## src/rtl/alu_pkg.sv

```systemverilog
// alu_pkg: shared definitions for the multi-cycle ALU slice.
//   - default operand width and op-code width
//   - datapath op-code encoding (ADD, OR, SLLI, SRLI, SUB, MUL)
//   - FSM state encoding for alu_multicycle_unit
// Optional feature macro: ALU_MULTICYCLE_MUL_EN adds the MUL state.
package alu_pkg;

    localparam int ALU_WIDTH = 32;
    localparam int ALU_OP_W  = 4;

    localparam logic [3:0] OP_ADD  = 4'b0000;
    localparam logic [3:0] OP_OR   = 4'b0001;
    localparam logic [3:0] OP_SLLI = 4'b0010;
    localparam logic [3:0] OP_SRLI = 4'b0011;
    localparam logic [3:0] OP_SUB  = 4'b0100;
    localparam logic [3:0] OP_MUL  = 4'b0101;

    typedef enum logic [2:0] {
        S_IDLE  = 3'd0,
        S_EXEC  = 3'd1,
        S_SHIFT = 3'd2,
`ifdef ALU_MULTICYCLE_MUL_EN
        S_MUL   = 3'd3,
`endif
        S_DONE  = 3'd4
    } state_t;

endpackage

```

## src/rtl/alu_iter_shifter.sv

```systemverilog
// alu_iter_shifter: iterative barrel-free shifter, one bit position per cycle.
// Loaded with a value, a shift amount and a direction; then shifts once per
// cycle while its down-counter is non-zero. done_o is high whenever no shift
// steps remain (including right after a load with shamt 0).
// Ports:
//   clk, reset  rising-edge clock, synchronous active-high reset
//   load_i      capture data_i / shamt_i / left_i this cycle
//   left_i      1 = logical left shift, 0 = logical right shift (zero fill)
//   data_i      value to shift
//   shamt_i     number of single-bit steps to perform
//   data_o      current shift register contents
//   done_o      1 when the down-counter has reached zero
module alu_iter_shifter #(
    parameter int WIDTH = 32
) (
    input  logic                     clk,
    input  logic                     reset,
    input  logic                     load_i,
    input  logic                     left_i,
    input  logic [WIDTH-1:0]         data_i,
    input  logic [$clog2(WIDTH)-1:0] shamt_i,
    output logic [WIDTH-1:0]         data_o,
    output logic                     done_o
);

    localparam int SH_W = $clog2(WIDTH);

    logic [WIDTH-1:0] data_q;
    logic [SH_W-1:0]  cnt_q;
    logic             left_q;

    always_ff @(posedge clk) begin
        if (reset) begin
            data_q <= '0;
            cnt_q  <= '0;
            left_q <= 1'b0;
        end else if (load_i) begin
            data_q <= data_i;
            cnt_q  <= shamt_i;
            left_q <= left_i;
        end else if (cnt_q != '0) begin
            if (left_q) begin
                data_q <= {data_q[WIDTH-2:0], 1'b0};
            end else begin
                data_q <= {1'b0, data_q[WIDTH-1:1]};
            end
            cnt_q <= cnt_q - SH_W'(1);
        end
    end

    assign data_o = data_q;
    assign done_o = (cnt_q == '0);

endmodule

```

## src/rtl/alu_multicycle_unit.sv

```systemverilog
// alu_multicycle_unit: handshaked multi-cycle ALU responder.
// Accepts one request at a time in IDLE, captures op/operands, evaluates
// (single step for ADD/OR/SUB/unknown, 1 bit/cycle for shifts, shift-add for
// MUL) and presents a registered result until the consumer accepts it.
// Latency accept-edge -> rsp_valid_o: 2, 2+shamt (shifts), 2+WIDTH (MUL).
// Optional feature macro: ALU_MULTICYCLE_MUL_EN enables op 0101 = MUL; when
// undefined, 0101 is treated as an unknown op.
// Ports:
//   clk, reset   rising-edge clock, synchronous active-high reset
//   req_valid_i  request valid          req_ready_o  high only in IDLE
//   op_i         operation code         a_i, b_i     operands (b_i = shamt)
//   rsp_valid_o  result valid (held)    rsp_ready_i  consumer accepts result
//   result_o     registered result      zero_o       result_o == 0
//   busy_o       high in SHIFT/MUL/DONE
module alu_multicycle_unit
    import alu_pkg::*;
#(
    parameter int WIDTH = ALU_WIDTH,
    parameter int OP_W  = ALU_OP_W
) (
    input  logic             clk,
    input  logic             reset,
    input  logic             req_valid_i,
    output logic             req_ready_o,
    input  logic [OP_W-1:0]  op_i,
    input  logic [WIDTH-1:0] a_i,
    input  logic [WIDTH-1:0] b_i,
    output logic             rsp_valid_o,
    input  logic             rsp_ready_i,
    output logic [WIDTH-1:0] result_o,
    output logic             zero_o,
    output logic             busy_o
);

    localparam int SH_W = $clog2(WIDTH);

    state_t           state_q, state_d;
    logic [OP_W-1:0]  op_q;
    logic [WIDTH-1:0] a_q, b_q;
    logic [WIDTH-1:0] result_q;
    logic             zero_q;
    logic             fin_q, fin_d;
    logic [WIDTH-1:0] res_sel;

    logic             accept;
    logic             shift_op_in;
    logic [SH_W-1:0]  shamt_in;
    logic [WIDTH-1:0] shift_data;
    logic             shift_done;

    assign accept      = req_valid_i && (state_q == S_IDLE);
    assign shamt_in    = b_i[SH_W-1:0];
    assign shift_op_in = (op_i == OP_W'(OP_SLLI)) || (op_i == OP_W'(OP_SRLI));

    alu_iter_shifter #(
        .WIDTH (WIDTH)
    ) u_shifter (
        .clk     (clk),
        .reset   (reset),
        .load_i  (accept && shift_op_in),
        .left_i  (op_i == OP_W'(OP_SLLI)),
        .data_i  (a_i),
        .shamt_i (shamt_in),
        .data_o  (shift_data),
        .done_o  (shift_done)
    );

`ifdef ALU_MULTICYCLE_MUL_EN
    logic [WIDTH-1:0] mul_acc_q, mul_mcand_q, mul_mplier_q;
    logic [SH_W:0]    mul_cnt_q;

    // Unsigned shift-add: exactly WIDTH iterations, low WIDTH bits kept.
    always_ff @(posedge clk) begin
        if (reset) begin
            mul_acc_q    <= '0;
            mul_mcand_q  <= '0;
            mul_mplier_q <= '0;
            mul_cnt_q    <= '0;
        end else if (accept && (op_i == OP_W'(OP_MUL))) begin
            mul_acc_q    <= '0;
            mul_mcand_q  <= a_i;
            mul_mplier_q <= b_i;
            mul_cnt_q    <= (SH_W+1)'(WIDTH);
        end else if ((state_q == S_MUL) && (mul_cnt_q != '0)) begin
            if (mul_mplier_q[0]) begin
                mul_acc_q <= mul_acc_q + mul_mcand_q;
            end
            mul_mcand_q  <= {mul_mcand_q[WIDTH-2:0], 1'b0};
            mul_mplier_q <= {1'b0, mul_mplier_q[WIDTH-1:1]};
            mul_cnt_q    <= mul_cnt_q - (SH_W+1)'(1);
        end
    end
`endif

    always_ff @(posedge clk) begin
        if (reset) begin
            state_q <= S_IDLE;
        end else begin
            state_q <= state_d;
        end
    end

    // Every working state spends one extra "commit" cycle (fin_q high) after
    // its value is ready; DONE is entered on the following edge and the
    // response register is loaded then, giving the uniform 2+n latency.
    always_comb begin
        state_d     = state_q;
        fin_d       = 1'b0;
        req_ready_o = 1'b0;
        rsp_valid_o = 1'b0;
        busy_o      = 1'b0;
        case (state_q)
            S_IDLE: begin
                req_ready_o = 1'b1;
                if (req_valid_i) begin
                    if (shift_op_in && (shamt_in != '0)) begin
                        state_d = S_SHIFT;
                    end
`ifdef ALU_MULTICYCLE_MUL_EN
                    else if (op_i == OP_W'(OP_MUL)) begin
                        state_d = S_MUL;
                    end
`endif
                    else begin
                        state_d = S_EXEC;
                    end
                end
            end
            S_EXEC: begin
                if (fin_q) begin
                    state_d = S_DONE;
                end else begin
                    fin_d = 1'b1;
                end
            end
            S_SHIFT: begin
                busy_o = 1'b1;
                if (fin_q) begin
                    state_d = S_DONE;
                end else begin
                    fin_d = shift_done;
                end
            end
`ifdef ALU_MULTICYCLE_MUL_EN
            S_MUL: begin
                busy_o = 1'b1;
                if (fin_q) begin
                    state_d = S_DONE;
                end else begin
                    fin_d = (mul_cnt_q == '0);
                end
            end
`endif
            S_DONE: begin
                busy_o      = 1'b1;
                rsp_valid_o = 1'b1;
                if (rsp_ready_i) begin
                    state_d = S_IDLE;
                end
            end
            default: begin
                state_d = S_IDLE;
            end
        endcase
    end

    // Result source selected from the captured op code.
    always_comb begin
        res_sel = '0;
        case (op_q)
            OP_W'(OP_ADD):  res_sel = a_q + b_q;
            OP_W'(OP_OR):   res_sel = a_q | b_q;
            OP_W'(OP_SUB):  res_sel = a_q - b_q;
            // shamt 0 bypasses SHIFT, so the operand passes straight through
            OP_W'(OP_SLLI),
            OP_W'(OP_SRLI): res_sel = (state_q == S_SHIFT) ? shift_data : a_q;
`ifdef ALU_MULTICYCLE_MUL_EN
            OP_W'(OP_MUL):  res_sel = mul_acc_q;
`endif
            default:        res_sel = '0;
        endcase
    end

    always_ff @(posedge clk) begin
        if (reset) begin
            op_q     <= '0;
            a_q      <= '0;
            b_q      <= '0;
            fin_q    <= 1'b0;
            result_q <= '0;
            zero_q   <= 1'b0;
        end else begin
            fin_q <= fin_d;
            if (accept) begin
                op_q <= op_i;
                a_q  <= a_i;
                b_q  <= b_i;
            end
            if (fin_q) begin
                result_q <= res_sel;
                zero_q   <= (res_sel == '0);
            end
        end
    end

    assign result_o = result_q;
    assign zero_o   = zero_q;

endmodule

```

## config.mk

```make
export PLATFORM = sky130hd
export DESIGN_NAME = alu_multicycle_unit
export DESIGN_NICKNAME = d
export VERILOG_FILES = /design/src/rtl/alu_pkg.sv /design/src/rtl/alu_iter_shifter.sv /design/src/rtl/alu_multicycle_unit.sv
export SDC_FILE = /design/constraint.sdc
export NUM_CORES = 1
export LEC_CHECK = 0
export ABC_AREA = 1
export CAP_MARGIN = 40
export CORE_MARGIN = 3
export CORE_UTILIZATION = 40
export CTS_CLUSTER_SIZE = 40
export DETAILED_ROUTE_END_ITERATION = 6
export HOLD_SLACK_MARGIN = 0.06
export PLACE_DENSITY = 0.63
export SKIP_LAST_GASP = 1
export SYNTH_ARGS = -nofsm -noshare
export SYNTH_HDL_FRONTEND = slang
export SYNTH_SLANG_ARGS = --single-unit
```

## constraint.sdc

```tcl
create_clock -name clk -period 2.9 [get_ports clk]
set_input_delay 0.435 -clock clk [delete_from_list [all_inputs] [get_ports clk]]
set_output_delay 0.435 -clock clk [all_outputs]
set_load 0.005 [all_outputs]
```

Yosys cells after proc, flatten, opt, wreduce, memory -nomap -nowiden
Cells that the tools add are included.
Widths: inputs -> output; s select.
{ "totals": {"register_bits": 143, "in_bits": 72, "out_inout_bits": 36, "elab_cells": 59} }
{ "classes": {"addsub": 3, "eq_ne": 12, "muxes": 18, "bitwise": 1, "reduce_logical": 15} }
{ "op_table": {"columns": ["operator", "count"], "rows": [
  ["$mux 32", 4],
  ["$pmux 32 s4", 1],
  ["$add 32x32->32", 1],
  ["$logic_not 32->1", 1],
  ["$or 32x32->32", 1],
  ["$sub 32x32->32", 1],
  ["$eq 4x2->1 const B", 4],
  ["$mux 5", 2],
  ["$reduce_bool 5->1", 2],
  ["$mux 3", 3],
  ["$pmux 3 s3", 1],
  ["$reduce_or 2->1", 3],
  ["$logic_not 5->1", 1],
  ["$mux 1", 5],
  ["$sub 5x1->5 const B", 1],
  ["$eq 4x1->1 const B", 1],
  ["$eq 4x3->1 const B", 1],
  ["$logic_not 4->1", 1],
  ["$ne 2x2->1 const B", 2],
  ["$eq 3x1->1 const B", 1],
  ["$eq 3x2->1 const B", 1],
  ["$eq 3x3->1 const B", 1],
  ["$logic_and 1x1->1", 3],
  ["$logic_not 3->1", 1],
  ["other kinds (6)", 6]
]} }

Longest topological paths before layout
{ "logic_depth": {"ltp_word": 6, "mapped_depth": 27, "mapped_depth_nobuf": 27} }

By module
A second synthesis with hierarchy kept.
{ "unflattened": {"hier_cells": 1770, "hier_area_um2": 10361.2} }
{ "modules_own_cells": {"columns": ["module", "n_inst", "cells_each", "area_per_inst_um2", "seq_area_each_um2"], "rows": [
  ["alu_multicycle_unit", 1, 1396, 8164.1, 2102.0],
  ["alu_iter_shifter", 1, 374, 2197.1, 760.7]
]} }

Worst setup path after synthesis
OpenSTA, ideal clock, no wires.
{ "synth_timing": {"path_kind": "reg-to-reg", "startpoint": "reg b_q[0]", "endpoint": "reg zero_q (netlist: zero_o)", "setup_time_ns": 0.067, "arrival_time_ns": 3.100, "required_time_ns": 2.833, "slack_ns": -0.267, "path_stages_with_launch": 26, "path_buffers": 0, "synth_period_minus_slack_ns": 3.167, "path_cell_list": "dfxtp_1 inv_1 ha_1 nand4_1 nor3_2 nand3_1 nor2_1 nand4_1 nor4_1 nor2_1 xor2_1 ha_1 nand2_1 nor2_1 nand2_1 nor3_1 nand2_1 nand2_1 nand2_1 nand3_1 nand2_1 inv_1 nand3_1 nor2_1 nand3_1 a21oi_2"} }
{ "synth_between": {"elab_chain_cells": 3, "word_cells_on_any_way": 5, "classes_between": "add/sub: 2; mux: 1; bitwise: 1; reduce/logical: 1"} }
{ "synth_lines": {"columns": ["item", "line_no", "rtl"], "rows": [
  ["from (decl)", "alu_multicycle_unit.sv:39", "logic [WIDTH-1:0] a_q, b_q;"],
  ["from (signal assigned)", "alu_multicycle_unit.sv:197", "b_q <= b_i;"],
  ["$sub 32x32->32 (tied with other cells)", "alu_multicycle_unit.sv:173", "OP_W'(OP_SUB): res_sel = a_q - b_q;"],
  ["$pmux 32 s4 *", "alu_multicycle_unit.sv:170", "case (op_q)"],
  ["$logic_not 32->1 *", "alu_multicycle_unit.sv:201", "zero_q <= (res_sel == '0);"],
  ["to (signal assigned)", "alu_multicycle_unit.sv:201", null],
  ["to (decl)", "alu_multicycle_unit.sv:41", "logic zero_q;"]
]} }
Mark *: on every way between the ends. The rest lies on a longest branch, timed or not.
A chain may end at the register's enable or synchronous reset.

Worst setup path in the final report
Same ends and word-level chain as after synthesis.

==> flow_metrics.env <==
export IMPL_synthArstFlopShare=0
export IMPL_root_buffer="clkbuf_16"
export IMPL_grt_usage=0.278
export IMPL_layout_min_cycle_time_ps=3680
export IMPL_antenna_found_initial=0
export IMPL_nNetsFinal=2013
export IMPL_p_leak_nw=6.78
export IMPL_critPathKind="reg2reg"
export IMPL_start_kind="flop"
export IMPL_clock_sinks=143
export IMPL_ios=108
export IMPL_drtIter0Drc=1170
export IMPL_finalWeightedCongestion=1.00
export IMPL_ir_drop_mv=0.798
export IMPL_synth_edf_count=0
export IMPL_die_h_microns=164
export IMPL_detail_route_antenna_nets=0
export IMPL_clk_pin_slew_worst_paths_ps=70
export IMPL_fin_skew_ps=18.7
export IMPL_slew_headroom=0.515
export IMPL_coreArea_sq_mm=0.0245
export IMPL_drcViolationCount=0
export IMPL_cts_htree_levels=4
export IMPL_cts_buffers_inserted=17
export IMPL_row_count=57
export IMPL_rr_worst_depth=25
export IMPL_post_drt_wl_per_cell_microns=17.4
export IMPL_postSynthAreaPerCell_sq_um=6.14
export IMPL_total_power_w=0.00998
export IMPL_drive_gt1_frac=0.283
export IMPL_num_vias=11800
export IMPL_setup_viol=22
export IMPL_r2r_start="b_q[0]"
export IMPL_netlist_area_sq_mm=0.0100
export IMPL_hp_class="in2reg"
export IMPL_yosysWarnings=0
export IMPL_maxCapViolations=0
export IMPL_clk_insertion_delay_late_ps=440
export IMPL_die_x_microns=164
export IMPL_power_density_mw_per_mm2=670
export IMPL_status="finished with violations"
export IMPL_synth_cells=1633
export IMPL_fillers=2260
export IMPL_port_buffers=107
export IMPL_r2r_slack_ps=-780
export IMPL_cts_tree="yes"
export IMPL_grt_pass1_vias=11000
export IMPL_areaGrowthSynthToFinish_pct=48.6
export IMPL_final_cells=2242
export IMPL_placed_cells=2171
export IMPL_wirelength_mm=38.9
export IMPL_antenna_cells=0
export IMPL_worstPathArrival_ps=4040
export IMPL_dieArea_sq_mm=0.0270
export IMPL_mappedNetlistNets=1741
export IMPL_grt_pass1_wl_mm=58.3
export IMPL_synthFlopType="dfxtp_1"
export IMPL_ys_seq_elements=143
export IMPL_cp_max_fo=4
export IMPL_drv_slew=0
export IMPL_finalHoldViolCount=0
export IMPL_synth_distinct_cells=49
export IMPL_cp_endpoint="zero_o"
export IMPL_rsz0062_at_grt="yes"
export IMPL_max_freq_mhz=272
export IMPL_grt_max_degree=117
export IMPL_startpoint="b_q[0]"
export IMPL_drt_pre_antenna_iters=5
export IMPL_violations="setup timing"
export IMPL_cts_max_path_buffers=2
export IMPL_min_period_over_period=1.27
export IMPL_vias_per_cell=5.26
export IMPL_setup_ws_ps=-777
export IMPL_synth_seq_area_share=0.286
export IMPL_hpwl_mm=28.7
export IMPL_grt_ovfl_total=0
export IMPL_worst_ep_required_time_ps=3260
export IMPL_hold_worst_slack_ps=353
export IMPL_worstMarginPinSlew_ps=722
export IMPL_initial_core_util=0.410
export IMPL_r2r_end="zero_o"
export IMPL_endpoint_kind="flop"
-- cell usage after synthesis, types with 2 or more instances --
| master | instances | area (sq um) |
|---|---|---|
| buf_4 | 5 | 37.5 |
| nand4_1 | 14 | 87.6 |
| ha_1 | 35 | 438 |
| a31oi_1 | 9 | 56.3 |
| nor2_1 | 160 | 601 |
| a21oi_2 | 3 | 26.3 |
| xor2_1 | 31 | 272 |
| clkbuf_1 | 49 | 184 |
| o21a_1 | 2 | 15.0 |
| dfxtp_1 | 143 | 2860 |
| nand3_1 | 83 | 415 |
| nor2_2 | 5 | 31.3 |
| nand2_4 | 2 | 22.5 |
| a211oi_1 | 8 | 60.1 |
| nor4_1 | 3 | 18.8 |
| o21ai_0 | 179 | 896 |
| nor3_1 | 12 | 60.1 |
| nor3_2 | 2 | 20.0 |
| a21oi_1 | 201 | 1010 |
| o211ai_1 | 12 | 90.1 |
| a221oi_1 | 4 | 35.0 |
| mux2i_1 | 5 | 50.1 |
| o21ai_1 | 7 | 35.0 |
| or2_2 | 2 | 12.5 |
| o31ai_1 | 2 | 15.0 |
| nand3_2 | 4 | 40.0 |
| nand3b_1 | 9 | 67.6 |
| buf_1 | 6 | 22.5 |
| inv_2 | 9 | 33.8 |
| nor2_4 | 2 | 22.5 |
| and2_1 | 3 | 18.8 |
| o21bai_1 | 4 | 30.0 |
| buf_2 | 10 | 50.1 |
| nand2_2 | 2 | 12.5 |
| inv_1 | 235 | 882 |
| buf_6 | 2 | 22.5 |
| xnor2_1 | 2 | 17.5 |
| nand2_1 | 356 | 1340 |
-- worst max-delay path, stage by stage (launching register included) --
cell,delay (ps)
dfxtp_4,360
inv_4,60
ha_4,130
nand4_1,130
nor3_2,170
buf_4,150
nand4_1,130
buf_4,200
o31ai_4,250
buf_4,150
xor2_1,70
ha_2,430
nand4_1,180
buf_4,200
nor3_4,130
and2_1,140
nand2_1,70
nand2_1,60
nand2_1,50
nand3_1,70
nand2_1,60
inv_2,70
nand3_1,70
nor2_1,110
nand3_1,90
a21oi_2,110
-- routing by layer --
layer	global-route usage	share of wire	vias up
met5	0	0	-
met4	0.0796	0.028	0
met3	0.0391	0.070	64
met2	0.432	0.45	434
met1	0.401	0.45	5457
li1	-	-	5842
-- through the flow --
stage          setup slack (ps)  TNS, ps  cell area (sq um)   util
6_report                   -777    -8910              14900  0.609
4_1_cts                    -668    -7060              14000  0.573
2_1_floorplan              -184     -368              10100      -
5_1_grt                    -943   -13100              14900  0.609
3_3_place_gp              -1010   -10090              12600  0.515
3_5_place_dp              -1030   -10970              12600  0.515
-- logic make-up (layout without fill, tap and decap cells) --
logic type	Yosys count	after routing	synth area share
adder cells (fa/ha/maj)	36	36	0.0457
AND/OR/NAND/NOR	663	663	0.281
flip-flops	143	143	0.286
multiplexers	5	5	0.00499
AO/OA/AOI/OAI	436	436	0.230
buffers and inverters	317	602	0.123
XOR/XNOR	33	33	0.0288
-- state kept, by name, indices dropped and copies added (netlist names) --
register          count
a_q                  32
b_q                  32
fin_q                 1
op_q                  4
result_o             32
state_q               3
u_shifter.cnt_q       5
u_shifter.data_o     32
u_shifter.left_q      1
zero_o                1
-- power by group --
| group | internal (W) | switching (W) | total, W |
|---|---|---|---|
| Combinational | 0.00218 | 0.00293 | 0.00511 |
| Clock | 0.00142 | 0.000974 | 0.00240 |
| Sequential | 0.00225 | 0.000230 | 0.00248 |
| Total | 0.00585 | 0.00413 | 0.00998 |
-- area by class of cell --
cell class              instances  area, sq um  share of cell area
well taps                     324          405              0.0272
inverters                     245          926              0.0622
multi-input cells            1173         7230               0.485
repair buffers                325         2830               0.190
clock inverters                13          179              0.0120
flip-flops and latches        143         2870               0.193
clock buffers                  19          453              0.0304
-- worst min-delay path by stage --
stage | from | to | slack [ps] | depth (start not counted)
after floorplan | a_q[0] | a_q[0] | 440 | 2
after global placement | a_q[0] | a_q[0] | 450 | 2
after detailed placement | a_q[0] | a_q[0] | 450 | 2
after CTS | reset | result_o[13] | 340 | 4
after global routing | reset | result_o[13] | 380 | 4
final | reset | result_o[13] | 350 | 4
-- layout by cell type, fill, tap and decap left out, types with 23 or more instances in the layout --
cell type	instances
a21oi_1	173
a21oi_2	23
buf_4	190
buf_6	25
clkdlybuf4s50_1	106
dfxtp_1	141
inv_1	205
inv_2	36
nand2_1	278
nand2_2	57
nand2_4	25
nand3_1	65
nor2_1	122
nor2_4	25
o21ai_0	147
xor2_1	24
-- what timing repair did --
action                                  CTS  global route
buffers inserted                         25            21
endpoints found under the setup margin   25            28
resized for setup                       197           184
pin swaps                                91           103
hold buffers                              0             0
No activity file was read; power rests on OpenSTA's default activity.
